--- config.mk ---
export PLATFORM = sky130hd
export DESIGN_NAME = fetch_decode_buffer
export DESIGN_NICKNAME = d
export VERILOG_FILES = /design/src/rtl/fetch_decode_buffer.sv
export SDC_FILE = /design/constraint.sdc
export NUM_CORES = 1
export LEC_CHECK = 0
export CORE_ASPECT_RATIO = 1.1
export CORE_MARGIN = 4
export CORE_UTILIZATION = 52
export DETAILED_ROUTE_END_ITERATION = 16
export PLACE_DENSITY_LB_ADDON = 0.3
export SLEW_MARGIN = 30
export SYNTH_ARGS = -nofsm -noshare
export SYNTH_HDL_FRONTEND = slang
export SYNTH_SLANG_ARGS = --single-unit
--- constraint.sdc ---
create_clock -name clk -period 14.1 [get_ports clk]
set_input_delay 2.82 -clock clk [delete_from_list [all_inputs] [get_ports clk]]
set_output_delay 2.82 -clock clk [all_outputs]
set_load 0.1 [all_outputs]
--- src/rtl/fetch_decode_buffer.sv ---
// Fetch-to-decode pipeline register built as a small in-order FIFO with a
// valid/ready handshake toward decode and a flush for wrong-path instructions.
module fetch_decode_buffer #(
    parameter int               WIDTH = 32,
    parameter int               DEPTH = 2,
    parameter logic [WIDTH-1:0] NOP   = 32'h00000013
) (
    input  logic                       clk,
    input  logic                       rst,
    input  logic                       valid_F,
    output logic                       ready_F,
    input  logic [WIDTH-1:0]           instr_F,
    input  logic [WIDTH-1:0]           PC_F,
    input  logic [WIDTH-1:0]           PCPlus4_F,
    input  logic                       flush_D,
    output logic                       valid_D,
    input  logic                       ready_D,
    output logic [WIDTH-1:0]           instr_D,
    output logic [WIDTH-1:0]           PC_D,
    output logic [WIDTH-1:0]           PCPlus4_D,
    output logic [$clog2(DEPTH+1)-1:0] count
);

    localparam int PW = $clog2(DEPTH);
    localparam int CW = $clog2(DEPTH+1);

    logic [PW-1:0]      rd_ptr_q, rd_ptr_d;
    logic [PW-1:0]      wr_ptr_q, wr_ptr_d;
    logic [CW-1:0]      count_q, count_d;
    logic [3*WIDTH-1:0] mem_q [DEPTH];
    logic [3*WIDTH-1:0] head;
    logic               push, pop;

    // ready_F looks only at occupancy, so a pop never passes through to fetch
    always_comb begin
        ready_F  = (count_q != CW'(DEPTH));
        valid_D  = (count_q != '0);
        push     = valid_F & ready_F & ~flush_D;
        pop      = valid_D & ready_D & ~flush_D;
        rd_ptr_d = rd_ptr_q;
        wr_ptr_d = wr_ptr_q;
        count_d  = count_q;
        if (flush_D) begin
            rd_ptr_d = '0;
            wr_ptr_d = '0;
            count_d  = '0;
        end else begin
            if (push) wr_ptr_d = wr_ptr_q + PW'(1);
            if (pop)  rd_ptr_d = rd_ptr_q + PW'(1);
            count_d = count_q + CW'(push) - CW'(pop);
        end
    end

    always_comb begin
        head      = mem_q[rd_ptr_q];
        instr_D   = NOP;
        PC_D      = '0;
        PCPlus4_D = '0;
        if (valid_D) begin
            instr_D   = head[3*WIDTH-1:2*WIDTH];
            PC_D      = head[2*WIDTH-1:WIDTH];
            PCPlus4_D = head[WIDTH-1:0];
        end
    end

    assign count = count_q;

    always_ff @(posedge clk or negedge rst) begin
        if (!rst) begin
            rd_ptr_q <= '0;
            wr_ptr_q <= '0;
            count_q  <= '0;
        end else begin
            rd_ptr_q <= rd_ptr_d;
            wr_ptr_q <= wr_ptr_d;
            count_q  <= count_d;
        end
    end

    // Storage is left unreset; entries are only observable while counted
    always_ff @(posedge clk) begin
        if (push) mem_q[wr_ptr_q] <= {instr_F, PC_F, PCPlus4_F};
    end

endmodule

==> qor.txt, run 1 <==
Nets -> 736
Async set-reset flop share out of synthesis -> 0.02041
TritonCTS clock tree -> yes
Rows -> 45
Layout area overhead -> 35.86%
GRT Total Usage -> 0.1861
Sinks on Clock Net -> 196
Clock-pin slew on the worst setup and hold paths -> 70 ps
Register area share after synthesis -> 0.7830
Syn nets -> 533
Max cap viols -> 0
Unrepaired setup endpoints after global routing -> no
Worst Hold Depth -> 1
Worst EP arrival -> 3720 ps
Flops & latches, synth -> 196
Final Worst Setup Slack -> 7562 ps
# fillers -> 907
Initial antenna violation count -> 0
Multi-input gate area -> 1460 µm²
Slowest stage delay, CP -> 1150 ps
Worst-skew pair later-pin latency -> 420 ps
R2R depth -> 4
Clock power share -> 0.243
Via density -> 5.101
Dpl hpwl -> 10300 µm
Post-Syn Area per Cell -> 17.42 µm²
CORE AREA -> 13960 µm²
FF/Latch Area -> 5869 µm²
Clk root buf -> clkbuf_16
Final Critical Period -> 6538 ps
Sw frac -> 0.4110
Main synth FF type -> edfxtp_1
Fin Clk Skew -> 5.994 ps
Vias in the first global route -> 4564
Outcome -> finished, final reports clean
Antenna viol nets, final -> 0
Die Footprint -> 16390 µm²
Hold WC Path Type -> reg -> reg
Rel. slew slack -> 0.3178
Worst Path Class, Setup -> reg -> out
Pwr/cell area -> 178.1 nW/µm²
FMAX -> 153.0 MHz
Most frequent cells after synthesis -> edfxtp_1 (192), nor2_1 (98), mux2i_1 (96)
Req. time, crit path -> 11280 ps
DR pass1 iterations -> 7
Synth top area cells -> edfxtp_1 (77%), mux2i_1 (13%), nor2_1 (4.9%)
Final setup violating endpoints -> 0
Internal -> 1068 µW
CP Launch Type -> register
Worst slew pin tran -> 1020 ps
Setup bufs post-CTS -> 0
Yosys warnings -> 0
Post-cts resize count -> 0
Starting density of the core -> 0.5365
Largest net degree at the start of global routing -> 69
Mapped Area -> 7491 µm²
P_leak -> 0.003328 µW
Post-Synthesis Cells -> 430
Final wirelength -> 15270 µm
Port Buffers -> 200
Levels on crit path -> 4
Cell breakdown of the critical path -> buf_4 > mux2i_1 > nor2_1 > clkdlybuf4s50_1
Design Power -> 1812 µW
Sequential share of power -> 0.383
Hold Buf Count CTS -> 0
Final worst path period share -> 0.4637
Pre-CTS setup slack -> 7987 ps
Vias -> 4254
IO Pins -> 201
Number of synthesized flops with an enable pin -> 192
Comb pwr share -> 0.374
Most numerous cell in the Yosys netlist -> edfxtp_1
First-pass GRT wire length -> 23070 µm
Crit. End Element -> primary output
Die X-Extent -> 122.4 µm
Post-Layout Inst Area -> 10180 µm²
Psw -> 745.0 µW
Delay-heaviest family, CP -> buffers and inverters
Die height -> 133.9 µm
CP max-delay cell -> clkdlybuf4s50_1
Gpl congestion -> 0.7284
Inst Count DP -> 802
Starting DRT DRC Count -> 272
Synth top area share -> 0.7697
Crit path max fanout -> 52
Buf/Inv on CP -> 2
DRC viols -> 0
Grt total ovfl -> 0
Hold Vio Cnt, Final -> 0
Placed Instance Area -> 9635 µm²
Total CTS buffers -> 17
Setup_tns -> 0 ps
DR WL/cell -> 18.30 µm
CTS H-tree lvls -> 4
Distinct cells, synth -> 23
Dominant cell type by area after synthesis -> edfxtp_1
Max-slew violation count -> 0
Share of layout cells above drive strength 1 -> 0.06502
Clock Tree Buf Depth -> 2
Ant diodes -> 0
Layout Cells excl Fill -> 834
VDD IR max -> 0.0001083 V
==> cell type report <==
class / count / share of cell area
clock buffer: 17 / 0.04180
timing repair buffer: 205 / 0.2019
tap: 188 / 0.02311
inverter: 3 / 0.001106
multi-input combinational: 210 / 0.1435
clock inverter: 15 / 0.01193
sequential: 196 / 0.5767
==> layer usage <==
metal / vias to the layer above / wire [µm] / global-route usage
met1: 2068 / 5908 / 0.2156
met5: - / 0 / 0
li1: 2001 / - / -
met3: 15 / 1428 / 0.07634
met2: 170 / 7748 / 0.3162
met4: 0 / 181 / 0.05663
==> per-stage QoR <==
| step | hold slack (ps) | utilization |
|---|---|---|
| 2_1_floorplan | 452.3 | - |
| 3_3_place_gp | 522.8 | 0.6881 |
| 3_5_place_dp | 550.1 | 0.6901 |
| 4_1_cts | 559.5 | 0.7292 |
| 5_1_grt | 594.6 | 0.7289 |
| 6_report | 548.8 | 0.7289 |
==> placed cells by master (no fill, tap or decap) <==
cell,instances
clkinv_4,3
o21bai_1,1
inv_6,5
nor2_1,96
inv_1,3
inv_8,1
clkinv_2,2
nor2_4,3
nand2b_1,1
mux2i_1,96
buf_4,4
a211oi_1,1
nor3_1,1
nand3b_1,1
buf_2,1
clkbuf_16,17
clkdlybuf4s50_1,199
clkinvlp_4,4
ha_1,2
dfrtp_4,1
and2_1,1
nor2b_1,1
xor2_1,2
nand2_1,3
buf_16,1
dfrtp_1,3
edfxtp_1,192
o21ai_1,1
==> registers in the layout, indices dropped and copies added (netlist names) <==
name	flops
count	2
mem_q	192
rd_ptr_q	1
wr_ptr_q	1
==> power by group through the flow <==
stage	Combinational [µW]	Sequential [µW]	Clock [µW]
floorplan	524	704	0
global placement	669	705	0
detailed placement	680	708	0
CTS	682	695	447
global route	701	697	472
finish	678	695	440
==> cells by family after synthesis <==
group           synth area share
mux                       0.1283
simple gates             0.05562
buf+inv                  0.02472
fa+ha+maj               0.003340
flops                     0.7830
xor+xnor                0.002339
compound gates          0.002673
==> final timing paths <==
| check | startpoint | endpoint | slack (ps) |
|---|---|---|---|
| setup / recovery | rd_ptr_q | instr_D[14] | 7560 |
| hold / removal | wr_ptr_q | wr_ptr_q | 550 |
| setup reg to reg | count[0] | mem_q[0][6] | 11110 |
| hold reg to reg | wr_ptr_q | wr_ptr_q | 550 |
| max in group asynchronous | rst | rd_ptr_q | 11290 |
| min in group asynchronous | rst | wr_ptr_q | 2610 |
Note: power is estimated with default switching activity, not from simulation.
==> run 2, diff against run 1 <==
CORE_UTILIZATION = 44   (was 52)
clock period = 5.7 ns   (was 14.1 ns; I/O delays follow)
==> run 2 against run 1 <==
Compared with the run above: worst setup slack worse by 6300 ps; sequential power is 150% higher; sequential share of layout area is 0.42 points lower; flip-flop and latch count stayed put; final area is 0.74% higher; wire length is 0.18% lower; critical path type unchanged; largest power group unchanged.
==> qor.txt, run 2 (synthesized netlist as in run 1, its figures left out) <==
Max reg flops -> 192 (unchanged)
CORE AREA -> 16550 µm² (+19%)
Hold Buf Count CTS -> 0 (unchanged)
Initial antenna violation count -> 0 (unchanged)
DR pass1 iterations -> 4 (-3)
Hold Vio Cnt, Final -> 0 (unchanged)
Clk root buf -> clkbuf_16
IO Pins -> 201 (unchanged)
Fin Clk Skew -> 7.529 ps (+1.535 ps)
Worst EP arrival -> 3310 ps (-410 ps)
Nets -> 739 (+0.41%)
CTS H-tree lvls -> 4 (unchanged)
Pwr/cell area -> 446.4 nW/µm² (+150%)
Die height -> 144.9 µm (+8.2%)
GRT Total Usage -> 0.1590 (-0.02705)
Grt total ovfl -> 0 (unchanged)
Starting density of the core -> 0.4525 (-0.08394)
Share of layout cells above drive strength 1 -> 0.06471 (-0.0003005)
Max cap viols -> 0 (unchanged)
FMAX -> 224.9 MHz
CP Launch Type -> register
Setup_tns -> 0 ps (unchanged)
Hold WC Path Type -> reg -> reg
Post-cts resize count -> 0 (unchanged)
First-pass GRT wire length -> 23290 µm (+0.93%)
Ant diodes -> 0 (unchanged)
TritonCTS clock tree -> yes
Via density -> 4.966 (-2.6%)
Port Buffers -> 200 (unchanged)
Min-delay src -> wr_ptr_q
Unrepaired setup endpoints after global routing -> no
Sinks on Clock Net -> 196 (unchanged)
Gpl congestion -> 0.7313 (+0.40%)
Crit. End Element -> primary output
Final worst path period share -> 0.7800
Post-Layout Inst Area -> 10250 µm² (+0.74%)
Most common cell after layout, fill and taps aside -> clkdlybuf4s50_1
Vias in the first global route -> 4499 (-1.4%)
Die X-Extent -> 132.4 µm (+8.1%)
Clock Tree Buf Depth -> 2 (unchanged)
Largest net degree at the start of global routing -> 80 (+16%)
Rows -> 49 (+8.9%)
Reg2reg start -> count[0]
DR WL/cell -> 17.86 µm (-2.4%)
DRC viols -> 0 (unchanged)
Total CTS buffers -> 17 (unchanged)
Die Footprint -> 19180 µm² (+17%)
Final Critical Period -> 4446 ps
Starting DRT DRC Count -> 213 (-22%)
Reg with most FFs -> mem_q
Vias -> 4236 (-0.42%)
Crit path launch -> rd_ptr_q
P_leak -> 0.003360 µW (+0.96%)
Req. time, crit path -> 4560 ps (-6720 ps)
R2R setup slack -> 3390 ps (-7720 ps)
VDD IR max -> 0.0003093 V (+190%)
Most frequent cells in the layout -> clkdlybuf4s50_1 (198), edfxtp_1 (192), mux2i_1 (96), nor2_1 (96), clkbuf_16 (17)
Inst Count DP -> 821 (+2.4%)
Worst slew pin tran -> 1013 ps (-7.190 ps)
Layout Cells excl Fill -> 853 (+2.3%)
Placed Instance Area -> 9661 µm² (+0.26%)
Dpl hpwl -> 10010 µm (-2.8%)
Worst Path Class, Setup -> reg -> out
Outcome -> finished, final reports clean
Rel. slew slack -> 0.3226 (+0.004809)
Worst-skew pair later-pin latency -> 420 ps (about the same)
Final core utilization -> 0.6194 (-0.1095)
Clock-pin slew on the worst setup and hold paths -> 70 ps (about the same)
Final setup violating endpoints -> 0 (unchanged)
Setup bufs post-CTS -> 0 (unchanged)
Layout area overhead -> 36.86%
Max-slew violation count -> 0 (unchanged)
Crit path max fanout -> 44 (-15%)
Antenna viol nets, final -> 0 (unchanged)
Final wirelength -> 15240 µm (-0.18%)
==> run 2: power breakdown <==
part / total [µW] / switching (µW) / internal (µW) / leakage (µW)
Sequential: 1720 / 49.1 / 1670 / 0.00181
Clock: 1190 / 501 / 694 / 0.000280
Combinational: 1670 / 1270 / 397 / 0.00127
==> run 2: routing by layer <==
layer  global-route usage  up-vias  part of all wire  wire length (µm)
li1                     -     2003                 -                 -
met1               0.1932     2054              0.42              6386
met2               0.2685      160              0.49              7459
met3              0.05360       19             0.075              1149
met4              0.05689        0             0.016               242
met5                    0        -                 0                 0
==> run 2: worst paths after layout <==
| kind | cells past startpoint | to |
|---|---|---|
| worst min-delay path | 1 | wr_ptr_q |
| worst min register to register | 1 | wr_ptr_q |
| min in group asynchronous | 1 | wr_ptr_q |
| worst max register to register | 4 | mem_q[1][2] |
| worst max-delay path | 4 | PC_D[27] |
| max in group asynchronous | 1 | rd_ptr_q |
==> run 2: final cells by class <==
class,count,area (µm²)
fillers,1212,6301
well taps,204,255.2
clock inverters,11,151.4
inverters,3,11.26
multi-input cells,210,1460
repair buffers,208,2064
clock buffers,21,440.4
flip-flops and latches,196,5869
==> run 2: per-stage QoR <==
stage / hold slack (ps) / worst slack (ps) / total power (µW)
final: 556.4 / 1254 / 4577
after global routing: 562.6 / 1107 / 4721
after CTS: 554.9 / 1210 / 4623
after detailed placement: 541.0 / 1684 / 3425
after global placement: 526.4 / 1725 / 3414
after floorplan: 452.3 / -1051 / 3038
==> run 2: critical path, stage by stage (launching register included) <==
cell             delay [ps]
dfrtp_4                 930
buf_4                   460
mux2i_1                 160
nor2_1                  140
clkdlybuf4s50_1        1150
==> run 3, diff against run 2 <==
CORE_UTILIZATION = 48   (was 44)
clock period = 4.1 ns   (was 5.7 ns; I/O delays follow)
==> run 3 against run 2 <==
Compared with the run above: die area is 7.9% lower; combinational power grew 36%; non-clock buffer count fell by 1; clock power up 39%.
==> qor.txt, run 3 (synthesized netlist as in run 1, its figures left out) <==
FMAX -> 324.3 MHz
Layout Cells excl Fill -> 844 (-1.1%)
Reg with most FFs -> mem_q
P_leak -> 0.003528 µW (+5.0%)
Via density -> 5.089 (+2.5%)
TritonCTS clock tree -> yes
Crit path max fanout -> 6 (-86%)
Req. time, crit path -> 3280 ps (-1280 ps)
Gpl congestion -> 0.7430 (+1.6%)
Starting density of the core -> 0.4937 (+0.04120)
Clk root buf -> clkbuf_16
Psw -> 2535 µW (+39%)
Final worst path period share -> 0.7521
VDD IR max -> 0.0003446 V (+11%)
Ant diodes -> 0 (unchanged)
Post-Layout Inst Area -> 10010 µm² (-2.4%)
Sw frac -> 0.4020 (+0.004848)
Pwr/cell area -> 629.9 nW/µm² (+41%)
Crit. End Element -> primary output
Worst-skew pair later-pin latency -> 430 ps (about the same)
Final core utilization -> 0.6597 (+0.04039)
Outcome -> finished, final reports clean
Initial antenna violation count -> 0 (unchanged)
CTS H-tree lvls -> 4 (unchanged)
IO Pins -> 201 (unchanged)
Layout area overhead -> 33.62%
Vias in the first global route -> 4586 (+1.9%)
Worst slew pin tran -> 1010 ps (-2.807 ps)
Dpl hpwl -> 9670 µm (-3.4%)
Largest net degree at the start of global routing -> 94 (+18%)
Sequential share of power -> 0.377 (+0.002)
Final Critical Period -> 3084 ps
Final wirelength -> 14990 µm (-1.6%)
Vias -> 4295 (+1.4%)
Share of layout cells above drive strength 1 -> 0.2099 (+0.1452)
Port Buffers -> 200 (unchanged)
Setup_tns -> 0 ps (unchanged)
Cell breakdown of the critical path -> nor2_4 > inv_1 > clkdlybuf4s50_1
Unrepaired setup endpoints after global routing -> no
Nets -> 738 (-0.14%)
Hold Vio Cnt, Final -> 0 (unchanged)
Clock Tree Buf Depth -> 2 (unchanged)
Grt total ovfl -> 0 (unchanged)
Inst Count DP -> 812 (-1.1%)
DRC viols -> 0 (unchanged)
Max-slew violation count -> 0 (unchanged)
Post-cts resize count -> 0 (unchanged)
Setup bufs post-CTS -> 0 (unchanged)
DR pass1 iterations -> 6 (+2)
Max cap viols -> 0 (unchanged)
Internal -> 3770 µW (+37%)
Starting DRT DRC Count -> 326 (+53%)
CP Launch Type -> register
Clock power share -> 0.263 (+0.002)
Comb pwr share -> 0.360 (-0.004)
Rel. slew slack -> 0.3245 (+0.001877)
First-pass GRT wire length -> 23400 µm (+0.50%)
Placed Instance Area -> 9415 µm² (-2.5%)
Hold WC Path Type -> reg -> reg
Slowest stage delay, CP -> 1150 ps (about the same)
Final setup violating endpoints -> 0 (unchanged)
Most common cell after layout, fill and taps aside -> edfxtp_1
Design Power -> 6305 µW (+38%)
Die height -> 139.0 µm (-4.0%)
Die X-Extent -> 127.1 µm (-4.0%)
CP max-delay cell -> clkdlybuf4s50_1
Hold Buf Count CTS -> 0 (unchanged)
Total CTS buffers -> 17 (unchanged)
Max reg flops -> 192 (unchanged)
Worst EP arrival -> 2260 ps (-1050 ps)
Fin Clk Skew -> 9.905 ps (+2.376 ps)
CORE AREA -> 15170 µm² (-8.3%)
Rows -> 47 (-4.1%)
Die Footprint -> 17670 µm² (-7.9%)
Most frequent cells in the layout -> edfxtp_1 (192), clkdlybuf4s50_1 (104), buf_4 (101)
GRT Total Usage -> 0.1718 (+0.01281)
Antenna viol nets, final -> 0 (unchanged)
Sinks on Clock Net -> 196 (unchanged)
Worst Path Class, Setup -> reg -> out
DR WL/cell -> 17.76 µm (-0.56%)
Clock-pin slew on the worst setup and hold paths -> 60 ps (about the same)
## run 3: cell type report
type                    count  area, µm²
clock buffers              19      432.9
clock inverters            13      157.7
fillers                  1069       5162
inverters                   3      11.26
multi-input cells         210       1463
flip-flops and latches    196       5869
well taps                 196      245.2
repair buffers            207       1831
## run 3: power groups by stage
stage / Sequential (µW) / Clock, µW / Combinational (µW)
6_report: 2380 / 1660 / 2270
3_3_place_gp: 2410 / 0 / 2270
2_1_floorplan: 2410 / 0 / 1800
5_1_grt: 2380 / 1770 / 2360
3_5_place_dp: 2420 / 0 / 2290
4_1_cts: 2380 / 1690 / 2290
## run 3: path summary, 6_finish.rpt
| kind | cells after the start | slack (ps) | endpoint | startpoint |
|---|---|---|---|---|
| max | 3 | 1020 | valid_D | count[1] |
| min | 1 | 550 | wr_ptr_q | wr_ptr_q |
| max reg2reg | 4 | 1970 | mem_q[0][39] | count[0] |
| min reg2reg | 1 | 550 | wr_ptr_q | wr_ptr_q |
| max in group asynchronous | 1 | 3290 | rd_ptr_q | rst |
| min in group asynchronous | 1 | 610 | count[0] | rst |
## run 3: per-layer routing
metal | global-route usage | vias up | share of wire
li1 | - | 2002 | -
met1 | 0.2104 | 2068 | 0.40
met2 | 0.2843 | 200 | 0.49
met3 | 0.05547 | 25 | 0.089
met4 | 0.06606 | 0 | 0.018
met5 | 0 | - | 0
## run 3: critical path, delay by kind of cell, from the launching register on
kind	cells	cell delay (ps)
buf+inv	2	1270
flops	1	490
simple gates	1	90
## run 3: metrics by stage
step / worst slack (ps) / hold slack (ps)
after CTS: 856.7 / 551.0
after floorplan: 249.7 / 510.6
final: 1016 / 546.5
after detailed placement: 1142 / 541.8
after global routing: 866.1 / 583.2
after global placement: 1253 / 522.9
